<file path="config.mk">
export PLATFORM = sky130hd
export DESIGN_NAME = midi_parser_flat
export DESIGN_NICKNAME = d
export VERILOG_FILES = /design/src/rtl/midi_if.sv /design/src/rtl/midi_parser.sv /design/src/flat_wrapper.sv
export SDC_FILE = /design/constraint.sdc
export NUM_CORES = 1
export LEC_CHECK = 0
export ABC_AREA = 1
export CAP_MARGIN = 20
export CORE_MARGIN = 10
export CORE_UTILIZATION = 52
export CTS_CLUSTER_DIAMETER = 200
export DETAILED_ROUTE_END_ITERATION = 6
export MAX_ROUTING_LAYER = met4
export PLACE_DENSITY = 0.95
export SYNTH_ARGS = -nofsm -noshare
export SYNTH_HDL_FRONTEND = slang
export SYNTH_SLANG_ARGS = --single-unit
</file>
<file path="constraint.sdc">
create_clock -name clk -period 4.4 [get_ports clk]
set_clock_uncertainty 0.15 [all_clocks]
set_input_delay 0.88 -clock clk [delete_from_list [all_inputs] [get_ports clk]]
set_output_delay 0.88 -clock clk [all_outputs]
set_load 0.02 [all_outputs]
</file>
<file path="src/rtl/midi_if.sv">
// midi_if: byte input, channel select and decoded event outputs of the MIDI parser
interface midi_if;
  logic        ce;
  logic        dv;
  logic [7:0]  di;
  logic [3:0]  ch;
  logic        note_on;
  logic        note_off;
  logic        cc_v;
  logic        pb_v;
  logic [3:0]  msg_ch;
  logic [6:0]  d1;
  logic [6:0]  d2;
  logic [13:0] pb;
  modport master (output ce, dv, di, ch, input note_on, note_off, cc_v, pb_v, msg_ch, d1, d2, pb);
  modport slave  (input ce, dv, di, ch, output note_on, note_off, cc_v, pb_v, msg_ch, d1, d2, pb);
endinterface

</file>
<file path="src/rtl/midi_parser.sv">
// midi_parser: running-status MIDI decoder emitting note/CC/pitch-bend strobes with registered fields
module midi_parser #(
  parameter bit OMNI = 1'b0
) (
  input logic   clk,
  input logic   rst,
  midi_if.slave m
);
  typedef enum logic [1:0] {WAIT, D1, D2} state_t;
  state_t     state;
  logic [7:0] rs;
  logic       rs_ok;
  logic [6:0] b1;
  logic       take, data, chs, sys, two, done, hit, nz, on, off, cc, pbv, emit;
  logic [3:0] typ;
  // byte classification and completion decode for the byte being consumed
  always_comb begin
    take = m.ce && m.dv;
    data = !m.di[7];
    chs  = m.di[7] && (m.di[7:4] != 4'hF);
    sys  = m.di[7:3] == 5'b11110;
    typ  = rs[7:4];
    two  = (typ != 4'hC) && (typ != 4'hD);
    done = take && data && rs_ok && (state == D2);
    hit  = OMNI || (rs[3:0] == m.ch);
    nz   = m.di[6:0] != 7'd0;
    on   = done && hit && (typ == 4'h9) && nz;
    off  = done && hit && ((typ == 4'h8) || ((typ == 4'h9) && !nz));
    cc   = done && hit && (typ == 4'hB);
    pbv  = done && hit && (typ == 4'hE);
    emit = on || off || cc || pbv;
  end
  // parser FSM with registered strobes and event fields; real-time bytes fall through untouched
  always_ff @(posedge clk or posedge rst) begin
    if (rst) begin
      state      <= WAIT;
      rs         <= 8'h00;
      rs_ok      <= 1'b0;
      b1         <= 7'd0;
      m.note_on  <= 1'b0;
      m.note_off <= 1'b0;
      m.cc_v     <= 1'b0;
      m.pb_v     <= 1'b0;
      m.msg_ch   <= 4'd0;
      m.d1       <= 7'd0;
      m.d2       <= 7'd0;
      m.pb       <= 14'h2000;
    end else begin
      m.note_on  <= on;
      m.note_off <= off;
      m.cc_v     <= cc;
      m.pb_v     <= pbv;
      if (emit) begin
        m.msg_ch <= rs[3:0];
        m.d1     <= b1;
        m.d2     <= m.di[6:0];
        m.pb     <= {m.di[6:0], b1};
      end
      if (take) begin
        if (chs) begin
          rs    <= m.di;
          rs_ok <= 1'b1;
          state <= D1;
        end else if (sys) begin
          rs_ok <= 1'b0;
          state <= WAIT;
        end else if (data && rs_ok) begin
          if (state == D1) begin
            b1    <= m.di[6:0];
            state <= two ? D2 : D1;
          end else if (state == D2) begin
            state <= D1;
          end
        end
      end
    end
  end
endmodule
</file>
<file path="src/flat_wrapper.sv">
// flat-port wrapper written by rule: the top's interface ports become plain ports
module midi_parser_flat 
#(
  parameter bit OMNI = 1'b0
)
  (clk, rst, m_ce, m_dv, m_di, m_ch, m_note_on, m_note_off, m_cc_v, m_pb_v, m_msg_ch, m_d1, m_d2, m_pb);
  midi_if m_i ();
  input logic clk;
  input logic rst;
  input wire logic [$bits(m_i.ce)-1:0] m_ce;
  input wire logic [$bits(m_i.dv)-1:0] m_dv;
  input wire logic [$bits(m_i.di)-1:0] m_di;
  input wire logic [$bits(m_i.ch)-1:0] m_ch;
  output wire logic [$bits(m_i.note_on)-1:0] m_note_on;
  output wire logic [$bits(m_i.note_off)-1:0] m_note_off;
  output wire logic [$bits(m_i.cc_v)-1:0] m_cc_v;
  output wire logic [$bits(m_i.pb_v)-1:0] m_pb_v;
  output wire logic [$bits(m_i.msg_ch)-1:0] m_msg_ch;
  output wire logic [$bits(m_i.d1)-1:0] m_d1;
  output wire logic [$bits(m_i.d2)-1:0] m_d2;
  output wire logic [$bits(m_i.pb)-1:0] m_pb;
  assign m_i.ce = m_ce;
  assign m_i.dv = m_dv;
  assign m_i.di = m_di;
  assign m_i.ch = m_ch;
  assign m_note_on = m_i.note_on;
  assign m_note_off = m_i.note_off;
  assign m_cc_v = m_i.cc_v;
  assign m_pb_v = m_i.pb_v;
  assign m_msg_ch = m_i.msg_ch;
  assign m_d1 = m_i.d1;
  assign m_d2 = m_i.d2;
  assign m_pb = m_i.pb;
  midi_parser #(.OMNI(OMNI)) u_core (.clk(clk), .rst(rst), .m(m_i));
endmodule
</file>
* After elaboration in Yosys (flattened, before gate mapping) *
Index checks and enable logic that the tools add are counted.

storage, ports and cells
  bits in registers = 54
  latch bits = 0
  RAM bits = 0
  bits in read-only memories = 0
  bits of input ports = 16
  output and inout port bits = 36
  word-level logic and storage cells = 61
  memories kept = 0

operators by class
  add/subtract/negate cells = 0
  $mul = 0
  divide/modulo/power cells = 0
  magnitude comparators = 0
  equal/unequal tests = 11
  shift operators = 0
  multiplexer cells = 8
  bitwise gates (word level) = 2
  reductions and logical operators = 28

operators by type and width
  cell                  count
  $eq A4 B4 Y1 const B  4
  $logic_and A1 B1 Y1   14
  $mux W2               6
  $ne A4 B4 Y1 const B  3
  $reduce_bool A7 Y1    1
  $eq A5 B5 Y1 const B  1
  $reduce_and A5 Y1     1
  $eq A4 B4 Y1          1
  $logic_or A1 B1 Y1    4
  $reduce_and A2 Y1     2
  $reduce_bool A4 Y1    1
  $reduce_and A3 Y1     1
  $reduce_bool A3 Y1    1
  $eq A2 B1 Y1 const B  1
  $eq A2 B2 Y1 const B  1
  $logic_not A1 Y1      2
  $mux W1               2
  $not A1 Y1            2
  $reduce_bool A2 Y1    1

* Logic depth before layout (Yosys ltp) *
Gate-level depths: netlist of run 1.

  word-level depth = 10
  gate-level depth with buffers = 9
  depth with buffers taken out = 8

* Worst setup path before layout of run 1 *
Ideal clock, no wire load.

  kind = in2reg
  start = in m_di[7]
  end = reg u_core.m.d2[6]
  library setup time = 0.118 ns
  data arrival time = 1.622 ns
  required time = 4.132 ns
  path slack = 2.510 ns
  cell stages on the path = 9
  cell sequence = inv_2 nand2_2 nor2_4 nand2_2 nor2_4 nand3_4 buf_6 nand2_1 nand2_1

between the ends
  cells in the longest elaborated chain, start to end = 10

RTL lines
  item                                RTL line            text
  start, declared                     flat_wrapper.sv:12  input wire logic [$bits(m_i.di)-1:0] m_di;
  $logic_not A1 Y1 *                  midi_parser.sv:19   data = !m.di[7];
  $logic_and A1 B1 Y1 * (3 in a row)  midi_parser.sv:24   done = take && data && rs_ok && (state == D2);
  $logic_and A1 B1 Y1 *               n/a
  $logic_and A1 B1 Y1 (2 in a row)    midi_parser.sv:27   on = done && hit && (typ == 4'h9) && nz;
  $logic_or A1 B1 Y1 (2 in a row)     midi_parser.sv:31   emit = on || off || cc || pbv;
  $logic_or A1 B1 Y1 *                midi_parser.sv:31
  end signal, assigned                midi_parser.sv:56   m.d2 <= m.di[6:0];
  end, declared                       midi_if.sv:16       modport slave (input ce, dv, di, ch, output note_on, note_off, cc_v, pb_v, msg_ch, d1, d2, pb);

Every way passes the cells marked *; elsewhere a longest branch is shown, timed or not.
A chain may end at the register's enable or synchronous reset.

* Final worst setup path of run 1 *
  start = in m_ch[3]
  end = reg u_core.m.pb[5]

between the ends
  cells in the longest elaborated chain, start to end = 7

RTL lines
  item                              RTL line            text
  start, declared                   flat_wrapper.sv:13  input wire logic [$bits(m_i.ch)-1:0] m_ch;
  $eq A4 B4 Y1 *                    midi_parser.sv:25   hit = OMNI || (rs[3:0] == m.ch);
  $logic_and A1 B1 Y1 *             n/a
  $logic_and A1 B1 Y1 (2 in a row)  midi_parser.sv:27
  $logic_or A1 B1 Y1 (2 in a row)   midi_parser.sv:31
  $logic_or A1 B1 Y1 *              midi_parser.sv:31
  end signal, assigned              midi_parser.sv:57   m.pb <= {m.di[6:0], b1};
  end, declared                     midi_if.sv:16

Marks and branches as above.

==> metrics.md, run 1 <==
| Metric | Value |
|---|---|
| Top cell by count, worst path | `sky130_fd_sc_hd__nand2_1` |
| Number of cells traversed by the worst hold path | `2` |
| Total number of vias | `1,623` |
| Initial antenna violation count | `0` |
| Fillers | `281` |
| FP Rows | `22` |
| Mean routed wirelength per cell | `15.2 µm` |
| Data arrival time at the worst-slack endpoint | `2.67 ns` |
| Final max-slew violation count | `0` |
| Gate count after technology mapping | `222` |
| Clock-pin slew on the worst setup and hold paths | `0.08 ns` |
| Sw power | `0.000269 W` |
| Crit path cell chain | `clkdlybuf4s50_1, o21ai_0, nor2_2, nand3_4, nand2_1, nand2_1` |
| Max-Cap Viols | `0` |
| Number of warnings reported in the yosys synthesis log | `0` |
| Antenna diode count | `0` |
| Largest net degree at the start of global routing | `22` |
| Syn_nets | `240` |
| Internal power consumption | `0.000600 W` |
| TritonCTS clock tree | `built` |
| Post-layout min period | `2.63 ns` |
| Height of the die | `81.4 µm` |
| Die footprint | `6620 µm²` |
| Final number of hold-violating endpoints | `0` |
| Vias in the first global route | `1,656` |
| Insertion delay to the later sink of the worst-skew pair | `0.29 ns` |
| Flops & latches, synth | `41` |
| Final Setup Violations | `0` |
| Global-route wire length before repair | `7490 µm` |
| Final period util | `0.599` |
| Placed Instances | `301` |
| Max frequency | `380 MHz` |
| Switching power share of the total | `0.310` |
| Gr ovfl total | `0` |
| Transition time of the tightest slew-check pin | `0.828 ns` |
| Placeable core region | `3660 µm²` |
| Hold_buf cts | `0` |
| GRT busiest layer | `met2` |
| Number of iterations in the first detailed-routing pass | `5` |
| Maximum number of buffers from clock root to sink | `2` |
| Share of layout cells above drive strength 1 | `0.0843` |
| Maximum VDD drop | `224 µV` |
| Number of cells upsized or downsized after cts | `0` |
| Clock buffer count from CTS | `5` |
| Total wire length | `4710 µm` |
| Detailed router's first-iteration violation count | `151` |
| H-tree level count | `2` |
| Mapped Avg Cell Area | `8.82 µm²` |
| Combined global-route utilization of all metal layers | `0.150` |
| Hpwl dp | `3700 µm` |
| Post-CTS Setup Inserts | `0` |
| Sequential power share | `0.540` |
| Sequential share of the synthesized area | `0.525` |
| Layout Area Growth over Synthesis | `26.3%` |
| Buffers on Ports | `51` |
| R2r worst-path depth | `7` |
| Ratio of total power to cell area | `351 nW/µm²` |
| # DRC | `0` |
| Top Ports | `52` |
| Cell type of the slowest stage on the worst timing path | `sky130_fd_sc_hd__nor2_2` |
| Met1 GRT Util | `0.159` |
| Leading cell type in the layout, fill and taps excluded | `sky130_fd_sc_hd__nand2_1` |
| Floorplan die width | `81.4 µm` |
| Clock sink count | `41` |
| Critical path capture point type | `register` |
| Mapped Area | `1960 µm²` |
| Critical path class | `in -> reg` |
| Tightest Hold Check Type | `reg -> reg` |
| Worst Setup Start Kind | `input pin` |
| Largest incremental delay on the critical path | `0.66 ns` |
| Relative contribution of the clock network to total power | `0.274` |
| Post-route antenna net violation count | `0` |
| Met3 usage | `0.0419` |
| Final estimated routing congestion in global placement | `0.856` |
| CTS Root Cell | `sky130_fd_sc_hd__clkbuf_8` |
| Endpoint required time on the critical path | `4.43 ns` |
| Gate power share | `0.186` |
| Net count of the finished layout | `278` |
| Effective utilization at floorplan | `0.535` |
| Leading cell types in the layout, fill and taps excluded | `sky130_fd_sc_hd__nand2_1, sky130_fd_sc_hd__clkdlybuf4s50_1, sky130_fd_sc_hd__dfrtp_1` |
| Vias/cell | `5.25` |
| Count of cell types in the netlist | `22` |
| Run status | `finished, final reports clean` |
| Worst-case headroom to the max-slew limit | `0.448` |
| RSZ-0062 raised after global routing | `no` |
| Worst-path maximum fanout | `21` |
| Static Leakage | `1.21 nW` |
| Post-Layout Cell Count | `309` |
| Total negative slack | `0 ns` |
| Met2 track utilization from global routing | `0.254` |
-- logic make-up (layout without fill, tap and decap cells) --
kind of cell	after synthesis	after routing	share of synthesized area
flip-flops	41	41	0.525
adder cells (fa/ha/maj)	2	2	0.0128
buffers and inverters	45	84	0.122
AO/OA/AOI/OAI	20	20	0.0511
AND/OR/NAND/NOR	114	114	0.289
-- layout make-up --
class,count,area (µm²),share of cell area
clock buffers,5,68.8,0.0278
clock inverters,3,17.5,0.00708
inverters,24,90.1,0.0364
multi-input cells,136,692,0.280
flip-flops and latches,41,1030,0.415
well taps,48,60.1,0.0243
repair buffers,52,518,0.209
-- synthesized netlist by cell type --
library cell | count | share of area
sky130_fd_sc_hd__nor2_4 | 2 | 0.012
sky130_fd_sc_hd__dfstp_2 | 1 | 0.013
sky130_fd_sc_hd__inv_1 | 22 | 0.042
sky130_fd_sc_hd__nand3b_1 | 1 | 0.0038
sky130_fd_sc_hd__dfrtp_1 | 40 | 0.51
sky130_fd_sc_hd__buf_6 | 1 | 0.0058
sky130_fd_sc_hd__inv_2 | 2 | 0.0038
sky130_fd_sc_hd__nand3_4 | 2 | 0.018
sky130_fd_sc_hd__nor3b_4 | 1 | 0.0096
sky130_fd_sc_hd__buf_2 | 5 | 0.013
sky130_fd_sc_hd__nand2_2 | 3 | 0.0096
sky130_fd_sc_hd__ha_1 | 2 | 0.013
sky130_fd_sc_hd__nand2_1 | 64 | 0.12
sky130_fd_sc_hd__o21ai_1 | 1 | 0.0026
sky130_fd_sc_hd__nand4_1 | 20 | 0.064
sky130_fd_sc_hd__nand3_1 | 9 | 0.023
sky130_fd_sc_hd__nor2_1 | 10 | 0.019
sky130_fd_sc_hd__buf_4 | 15 | 0.058
sky130_fd_sc_hd__nor3_2 | 1 | 0.0051
sky130_fd_sc_hd__a21oi_1 | 7 | 0.018
sky130_fd_sc_hd__o21ai_0 | 12 | 0.031
sky130_fd_sc_hd__nor2_2 | 1 | 0.0032
-- worst paths after layout --
check,startpoint,end,slack (ns)
worst max-delay path,m_ch[3],u_core.m.pb[5],1.77
worst min-delay path,u_core.m.msg_ch[0],u_core.m.msg_ch[0],0.33
worst max register to register,u_core.state[0],u_core.m.pb[5],2.23
worst min register to register,u_core.m.msg_ch[0],u_core.m.msg_ch[0],0.33
max in group asynchronous,rst,u_core.m.pb[13],2.41
min in group asynchronous,rst,u_core.m.pb[2],0.88
-- sequential cells by signal, summed over array words and instances (netlist names) --
signal,cells
u_core.m.pb_v,1
u_core.m.pb,14
u_core.state,2
u_core.rs,8
u_core.b1,7
u_core.m.cc_v,1
u_core.m.note_on,1
u_core.rs_ok,1
u_core.m.note_off,1
u_core.m.d2,1
u_core.m.msg_ch,4
-- metal layers --
layer,vias to the layer above,part of all wire
li1,779,-
met1,775,0.39
met2,59,0.51
met3,10,0.079
met4,0,0.022
met5,-,0
-- critical path, delay by kind of cell --
family / cells / cell delay, ns
simple gates: 4 / 1.19
buf+inv: 1 / 0.48
compound gates: 1 / 0.10
-- power groups by stage --
stage | Combinational (W) | Sequential, W | Clock (W)
after detailed placement | 0.000161 | 0.000474 | 0
after floorplan | 0.000115 | 0.000462 | 0
after CTS | 0.000162 | 0.000468 | 0.000239
after global routing | 0.000182 | 0.000474 | 0.000261
final | 0.000161 | 0.000469 | 0.000238
after global placement | 0.000148 | 0.000469 | 0
-- per-stage QoR --
step                      area [µm²]   util  total power, W  hold WS [ns]  setup slack [ns]
after global placement          2390  0.652        0.000617         0.302              1.57
after floorplan                 1960      -        0.000578         0.312              2.43
after global routing            2470  0.676        0.000918         0.348              1.62
final                           2470  0.676        0.000869         0.331              1.77
after CTS                       2470  0.676        0.000869         0.335              1.77
after detailed placement        2390  0.652        0.000635         0.316              1.47
No activity file was read; power rests on OpenSTA's default activity.
==> run 2, diff against run 1 <==
--- a/config.mk
+++ b/config.mk
@@ -8,11 +8,11 @@
 export ABC_AREA = 1
 export CAP_MARGIN = 20
 export CORE_MARGIN = 10
-export CORE_UTILIZATION = 52
+export CORE_UTILIZATION = 43
 export CTS_CLUSTER_DIAMETER = 200
 export DETAILED_ROUTE_END_ITERATION = 6
 export MAX_ROUTING_LAYER = met4
-export PLACE_DENSITY = 0.95
+export PLACE_DENSITY = 0.86
 export SYNTH_ARGS = -nofsm -noshare
 export SYNTH_HDL_FRONTEND = slang
 export SYNTH_SLANG_ARGS = --single-unit
==> constraint.sdc (replaced) <==
create_clock -name clk -period 2.4 [get_ports clk]
set_clock_uncertainty 0.15 [all_clocks]
set_input_delay 0.48 -clock clk [delete_from_list [all_inputs] [get_ports clk]]
set_output_delay 0.48 -clock clk [all_outputs]
set_load 0.02 [all_outputs]
==> run 2 against run 1 <==
  * Utilization is 10 points lower
  * Clock-buffer cell count grew 1
  * Via count decreased by 2.5%
  * Global-route usage fell by 2.6 points
  * Final cell count up 1.6%
  * Sequential power grew 82%
  * Design area grew 1.5%
  * Clock power increased by 91%
  * First-iteration DRC count decreased by 28%
==> metrics.md, run 2 (same netlist as run 1, synthesis figures left out) <==
| Metric | Value |
|---|---|
| Worst flop-to-flop path endpoint | `u_core.m.pb[7]` |
| Register containing the most flip-flops in the final layout | `u_core.m.pb` |
| Cell type of the slowest stage on the worst timing path | `sky130_fd_sc_hd__clkdlybuf4s50_1` |
| Share of layout cells above drive strength 1 | `0.0878` |
| Worst-path maximum fanout | `2` |
| Endpoint required time on the critical path | `1.77 ns` |
| Net count of the finished layout | `280` |
| Setup slack on the worst flop-to-flop path | `0.62 ns` |
| Clock sink count | `41` |
| Gate power share | `0.182` |
| Clock-pin slew on the worst setup and hold paths | `0.08 ns` |
| Maximum number of buffers from clock root to sink | `2` |
| CTS Root Cell | `sky130_fd_sc_hd__clkbuf_8` |
| Largest net degree at the start of global routing | `42` |
| Switching power share of the total | `0.294` |
| Critical path capture point type | `output pin` |
| Total wire length | `4450 µm` |
| Run status | `finished, final reports clean` |
| Max FFs per register | `14` |
| Floorplan die width | `87.5 µm` |
| Relative contribution of the clock network to total power | `0.284` |
| Largest incremental delay on the critical path | `0.60 ns` |
| Mean routed wirelength per cell | `14.2 µm` |
| Number of cells upsized or downsized after cts | `0` |
| Crit path cell chain | `clkdlybuf4s50_1` |
| Max frequency | `486 MHz` |
| Number of iterations in the first detailed-routing pass | `4` |
| Top cell family by delay on the critical path | `buffers and inverters` |
| Antenna diode count | `0` |
| # DRC | `0` |
| Hold Crit Start | `u_core.m.msg_ch[2]` |
| Global-route wire length before repair | `7500 µm` |
| Leading cell type in the layout, fill and taps excluded | `sky130_fd_sc_hd__nand2_1` |
| Final period util | `0.857` |
| Top Ports | `52` |
| Height of the die | `87.5 µm` |
| Initial antenna violation count | `0` |
| Combined global-route utilization of all metal layers | `0.124` |
| Layout Cell Area excl Fill | `2510 µm²` |
| Biggest regs | `u_core.m.pb x14, u_core.rs x8, u_core.b1 x7` |
| Detailed router's first-iteration violation count | `109` |
| H-tree level count | `2` |
| Final max-slew violation count | `0` |
| Total negative slack | `0 ns` |
| Static Leakage | `1.22 nW` |
| Post-layout min period | `2.06 ns` |
| TritonCTS clock tree | `built` |
| Tightest Hold Check Type | `reg -> reg` |
| Worst-case headroom to the max-slew limit | `0.638` |
| Leading cell types in the layout, fill and taps excluded | `sky130_fd_sc_hd__nand2_1, sky130_fd_sc_hd__clkdlybuf4s50_1, sky130_fd_sc_hd__dfrtp_1` |
| Maximum VDD drop | `406 µV` |
| Buffers on Ports | `51` |
| Die footprint | `7650 µm²` |
| Number of cells traversed by the worst hold path | `2` |
| Data arrival time at the worst-slack endpoint | `1.43 ns` |
| Internal power consumption | `0.00113 W` |
| Placeable core region | `4380 µm²` |
| Dpl cell area | `2420 µm²` |
| Final number of hold-violating endpoints | `0` |
| Buffers and inverters on the worst path | `1` |
| Hold_buf cts | `0` |
| Post-route antenna net violation count | `0` |
| Final Setup Violations | `0` |
| Vias/cell | `5.04` |
| Final estimated routing congestion in global placement | `0.898` |
| FP Rows | `24` |
| RSZ-0062 raised after global routing | `no` |
| Max-Cap Viols | `0` |
| Transition time of the tightest slew-check pin | `0.541 ns` |
| Ratio of total power to cell area | `637 nW/µm²` |
| Critical path class | `reg -> out` |
| Vias in the first global route | `1,647` |
| R2r startpoint | `u_core.state[0]` |
| Hpwl dp | `3470 µm` |
| Gr ovfl total | `0` |
| Layout Area Growth over Synthesis | `28.2%` |
| Clock buffer count from CTS | `5` |
| Insertion delay to the later sink of the worst-skew pair | `0.29 ns` |
| Total number of vias | `1,583` |
| Worst Setup Start Kind | `register` |
| R2r worst-path depth | `7` |
| Effective utilization at floorplan | `0.447` |
| Post-CTS Setup Inserts | `0` |
| Sequential power share | `0.534` |
| Sw power | `0.000471 W` |
| Worst Hold End | `u_core.m.msg_ch[2]` |
[run 2: cell count changes in the layout (fill, tap and decap cells not counted), sizes merged]
| cell | before | now |
|---|---|---|
| buf | 1 | 3 |
| clkbuf | 5 | 6 |
| clkinv | 2 | 0 |
[run 2: worst max path at each step]
stage | from | to | depth (start not counted) | slack [ns]
after floorplan | rst | u_core.b1[0] | 1 | 0.83
after global placement | m_di[7] | u_core.m.d2[6] | 9 | 0.31
after detailed placement | m_di[7] | u_core.m.pb[13] | 9 | 0.27
after CTS | u_core.m.pb[13] | m_pb[13] | 1 | 0.33
after global routing | u_core.m.pb[13] | m_pb[13] | 1 | 0.29
final | u_core.m.pb[13] | m_pb[13] | 1 | 0.34
[run 2: layout make-up]
cell class	count	area, µm²
clock buffers	6	82.6
inverters	24	90.1
well taps	52	65.1
fillers	384	1870
multi-input cells	136	692
clock inverters	1	7.51
flip-flops and latches	41	1030
repair buffers	54	546
[run 2: layer usage]
metal,track usage,part of all wire,vias to the layer above
met5,-,0,-
met4,0.0217,0.0045,0
met3,0.0506,0.065,4
met2,0.209,0.52,32
met1,0.135,0.41,763
li1,-,-,784
[run 2: power by group through the flow]
stage	logic [W]	clock network [W]	registers (W)
global placement	0.000276	0	0.000863
global route	0.000332	0.000498	0.000864
CTS	0.000294	0.000462	0.000851
finish	0.000291	0.000454	0.000854
floorplan	0.000212	0	0.000847
detailed placement	0.000292	0	0.000865
[run 2: through the flow]
step	util	setup slack, ns	hold WS, ns	instances	total power, W
3_3_place_gp	0.552	0.309	0.300	307	0.00114
4_1_cts	0.572	0.332	0.332	314	0.00161
5_1_grt	0.572	0.291	0.359	314	0.00169
6_report	0.572	0.342	0.331	314	0.00160
2_1_floorplan	-	0.826	0.312	222	0.00106
3_5_place_dp	0.552	0.266	0.313	307	0.00116
